`src/rtl/readfifo_ptrctl.sv`:
```
// readfifo_ptrctl: pointer/commit control for the 256x8 tag read-response FIFO
module readfifo_ptrctl (
  input  logic       readbitclk,
  input  logic       reset,
  input  logic       fifo_start,
  input  logic       fifo_nextout,
  input  logic       pkt_done,
  input  logic       commit,
  input  logic       wr_valid,
  input  logic [7:0] wr_data,
  output logic       wr_ready,
  output logic [7:0] mem_addr,
  output logic       mem_we,
  output logic [7:0] mem_wdata,
  output logic [7:0] count,
  output logic       empty,
  output logic       full,
  output logic       underrun,
  output logic       overflow
);
  typedef enum logic [1:0] {IDLE, ARM, STREAM} state_t;
  state_t     r_state;
  logic       r_start_q;
  logic [7:0] r_start_ptr;
  logic [7:0] r_rd_ptr;
  logic [7:0] r_wr_ptr;
  logic [7:0] r_hold;
  logic       r_hold_valid;
  logic       r_underrun;
  logic       r_overflow;
  logic       w_start_rise;
  logic       w_drain;
  logic       w_accept;
  assign w_start_rise = fifo_start & ~r_start_q;
  assign w_drain      = (r_state == IDLE) & r_hold_valid;
  assign empty        = r_rd_ptr == r_wr_ptr;
  assign full         = (r_wr_ptr + 8'd1) == r_start_ptr;
  assign count        = r_wr_ptr - r_start_ptr;
  // the hold register frees up in a drain cycle, so a new byte can land on the same edge
  assign wr_ready     = ~r_hold_valid | w_drain;
  assign w_accept     = wr_valid & wr_ready;
  assign mem_we       = w_drain & ~full;
  assign mem_addr     = w_drain ? r_wr_ptr : r_rd_ptr;
  assign mem_wdata    = r_hold;
  assign underrun     = r_underrun;
  assign overflow     = r_overflow;
  // read side: packet start commits or rewinds, then nextout walks rd_ptr
  always_ff @(posedge readbitclk or posedge reset)
    if (reset) begin
      r_state     <= IDLE;
      r_start_q   <= 1'b0;
      r_start_ptr <= 8'd0;
      r_rd_ptr    <= 8'd0;
      r_underrun  <= 1'b0;
    end else begin
      r_start_q <= fifo_start;
      if (w_start_rise) begin
        r_state <= ARM;
        if (commit) r_start_ptr <= r_rd_ptr;
        else r_rd_ptr <= r_start_ptr;
      end else if (r_state != IDLE && pkt_done) begin
        r_state <= IDLE;
      end else if (fifo_nextout) begin
        if (r_state == ARM) r_state <= STREAM;
        else if (r_state == STREAM) begin
          if (empty) r_underrun <= 1'b1;
          else r_rd_ptr <= r_rd_ptr + 8'd1;
        end
      end
    end
  // write side: hold register drains into the RAM only while no packet is in flight
  always_ff @(posedge readbitclk or posedge reset)
    if (reset) begin
      r_wr_ptr     <= 8'd0;
      r_hold       <= 8'd0;
      r_hold_valid <= 1'b0;
      r_overflow   <= 1'b0;
    end else begin
      if (w_drain) begin
        if (full) r_overflow <= 1'b1;
        else r_wr_ptr <= r_wr_ptr + 8'd1;
      end
      if (w_accept) begin
        r_hold       <= wr_data;
        r_hold_valid <= 1'b1;
      end else if (w_drain) begin
        r_hold_valid <= 1'b0;
      end
    end
endmodule

```
`config.mk`:
```
export PLATFORM = sky130hd
export DESIGN_NAME = readfifo_ptrctl
export DESIGN_NICKNAME = d
export VERILOG_FILES = /design/src/rtl/readfifo_ptrctl.sv
export SDC_FILE = /design/constraint.sdc
export NUM_CORES = 1
export LEC_CHECK = 0
export CAP_MARGIN = 0
export CORE_ASPECT_RATIO = 1.2
export CORE_MARGIN = 2
export CORE_UTILIZATION = 56
export CTS_CLUSTER_SIZE = 28
export DETAILED_ROUTE_END_ITERATION = 8
export HOLD_SLACK_MARGIN = 0.08
export PLACE_DENSITY_LB_ADDON = 0.1
export SYNTH_ARGS = -nofsm -noshare
export SYNTH_HDL_FRONTEND = slang
export SYNTH_SLANG_ARGS = --single-unit
```
`constraint.sdc`:
```
create_clock -name readbitclk -period 4.65 [get_ports readbitclk]
set_input_delay 1.1625 -clock readbitclk [delete_from_list [all_inputs] [get_ports readbitclk]]
set_output_delay 1.1625 -clock readbitclk [all_outputs]
set_load 0.03 [all_outputs]
```
==> reports/metrics.yaml <==
coreArea_mm2: 0.00420
switching_power_mw: 0.961
total_power_mw: 2.07
grt_use_total_pct: 23.9
syn_area_per_cell_um2: 10.2
internal-power_mw: 1.11
synth_fa_ha_area_share_pct: 5.54
crit_required_ns: 3.49
wl_met3_um: 199
die_area_mm2: 0.00482
final_area_mm2: 0.00297
layout_min_cycle_time_ns: 4.05
multi_input_area_mm2: 0.00135
syn_inst: 235
synth_compound_area_share_pct: 14.1
setup_violations: 0
synth_top_area_share_pct: 39.7
synth_top_area_cell: "dfrtp_1"
path_class: "reg -> out"
hold_class: "reg -> reg"
end_kind: "primary output"
synth_top_cells_by_area: "dfrtp_1, mux2_2, xnor2_1"
instances_no_fill: 336
dr.pass1.iters: 4
synthMuxAreaShare_pct: 10.4
synth-simple-area-share_pct: 16.0
min_path_cells: 1
seq_area_um2: 951
wl_met2_mm: 2.74
gp_congestion: 0.974
async_flop_share_pct: 100
ant_nets: 0
yosys_warnings: 0
fin_util_pct: 70.8
relSlewSlack_pct: 58.3
ys_ff_latch: 38
final_common_cell: "clkdlybuf4s50_1"
skew_ns: 0.00502
worst_ir_drop_vdd_uv: 257
slew_violations: 0
final_nets: 304
cts.root.buffer_cell: "clkbuf_8"
die_width_um: 63.7
topRoutingLayerUsed: "met4"
max_freq_mhz: 247
seqPwrFrac_pct: 28.7
layout-drive-gt1-share_pct: 15.4
overflow: 0
htreeDepth: 2
leakagePower_nw: 1.24
cts_setup_buffers: 0
drcViolationCount: 0
grt_pass1_wl_mm: 8.78
worst_slew_pin_slew_ns: 0.616
outcome: "finished, final reports clean"
initial_utilization_pct: 57.0
insertion_delay_ns: 0.29
holdWs_ns: 0.454
clock-sinks: 38
final.fill_count: 318
ctsHoldBuffers: 0
pwr-share-comb_pct: 60.0
io_buffers: 44
ios: 45
cts-resized-gates: 0
cts_buffers: 5
power.density_mw_per_mm2: 698
routed_wl_mm: 5.22
synth_area_mm2: 0.00239
synth_top_family_by_area: "simple AND/OR/NAND/NOR gates"
worstSetupStartpointType: "flip-flop"
synth_nets: 260
grt_start_max_net_pins: 28
critPathMaxFanout: 8
yosysSeqAreaShare_pct: 39.7
hpwl_mm: 3.98
synth_cell_types: 47
rows: 26
tritoncts: "yes"
antenna_found_initial: 0
synth-edff-count: 0
postPlaceCellArea_mm2: 0.00288
syn2layout_area_growth_pct: 24.2
drt-initial-drc-count: 119
dp.cells: 328
met1_length_mm: 2.17
r2r_cells: 7
clkSlewWorstSetupHoldPaths_ns: 0.08
dominantRegCellSynth: "dfrtp_1"
preCtsSetupSlack_ns: 0.918
vias_per_cell: 5.74
switching_share_pct: 46.3
clockBufferDepth: 2
synth_xor_area_share_pct: 10.2
finalCritPeriodShare_pct: 87.2
via_count: 1928
grt_pass1_vias: 1944
die_h_um: 75.6
hold_viol: 0
layout_common_cells: "clkdlybuf4s50_1, dfrtp_1, mux2_2"
cp.arrival_ns: 2.89
rsz0062_at_grt: "false"
cap_violations: 0
setup_tns_ns: 0
diodes: 0
clockPowerShare_pct: 11.3
fin_ws_ns: 0.596
wire_per_inst_um: 15.5
flip-flops by register name, summed over array words and instances (netlist names):
signal	count
r_start_q	1
r_start_ptr	8
r_rd_ptr	8
mem_wdata	8
r_state	2
r_hold_valid	1
underrun	1
overflow	1
r_wr_ptr	8
worst paths after layout:
kind | slack [ns] | from | endpoint
max | 0.60 | r_wr_ptr[0] | count[6]
min | 0.45 | overflow | overflow
max reg2reg | 2.30 | r_wr_ptr[1] | r_wr_ptr[7]
min reg2reg | 0.45 | overflow | overflow
max in group asynchronous | 2.74 | reset | r_start_q
min in group asynchronous | 1.17 | reset | r_wr_ptr[2]
layer usage:
metal	GRT usage (%)	up-vias
met4	8.94	0
met1	27.4	952
met3	4.28	10
met2	45.1	49
met5	0	-
li1	-	917
power by group through the flow:
stage / registers, mW / logic (mW) / clock network (mW)
after floorplan: 0.535 / 0.907 / 0
after detailed placement: 0.598 / 1.25 / 0
after global placement: 0.590 / 1.23 / 0
after CTS: 0.590 / 1.25 / 0.239
after global routing: 0.614 / 1.35 / 0.249
final: 0.595 / 1.25 / 0.234
synthesized netlist by cell type, types with 2 or more instances:
| library cell | count |
|---|---|
| nor2b_1 | 5 |
| nand2_1 | 14 |
| nand3_2 | 2 |
| a21oi_1 | 10 |
| nor4_1 | 2 |
| xor2_1 | 7 |
| o21a_1 | 2 |
| buf_4 | 3 |
| nand3_1 | 6 |
| nor3_1 | 2 |
| a21o_1 | 4 |
| a22oi_1 | 2 |
| dfrtp_1 | 38 |
| nor2_1 | 13 |
| o21ai_0 | 11 |
| clkbuf_1 | 5 |
| and3_1 | 2 |
| mux2_2 | 22 |
| nand4_1 | 5 |
| o22ai_1 | 2 |
| nand2b_1 | 6 |
| buf_2 | 2 |
| a211oi_1 | 6 |
| inv_1 | 12 |
| xnor2_1 | 21 |
| ha_1 | 9 |
| nor3b_1 | 2 |
kinds of logic after synthesis:
logic type | after synthesis
simple gates | 67
flops | 38
fa+ha+maj | 10
xor+xnor | 28
buf+inv | 22
compound gates | 48
mux | 22
critical path: stages, from the launching register on:
cell	delay, ns
dfrtp_1	0.51
inv_1	0.12
ha_1	0.23
fa_1	0.41
nor2b_1	0.12
o21ai_0	0.08
nand2b_1	0.12
a21o_1	0.13
a21oi_1	0.07
xnor2_1	0.13
clkdlybuf4s50_1	0.68
layout make-up:
| class | instances | share of cell area [%] |
|---|---|---|
| Timing Repair Buffer | 47 | 15.6 |
| Tap cell | 56 | 2.36 |
| Clock inverter | 1 | 0.168 |
| Multi-Input combinational cell | 175 | 45.5 |
| Sequential cell | 38 | 32.0 |
| Clock buffer | 7 | 2.91 |
| Inverter | 12 | 1.52 |
Note: power is estimated with default switching activity, not from simulation.
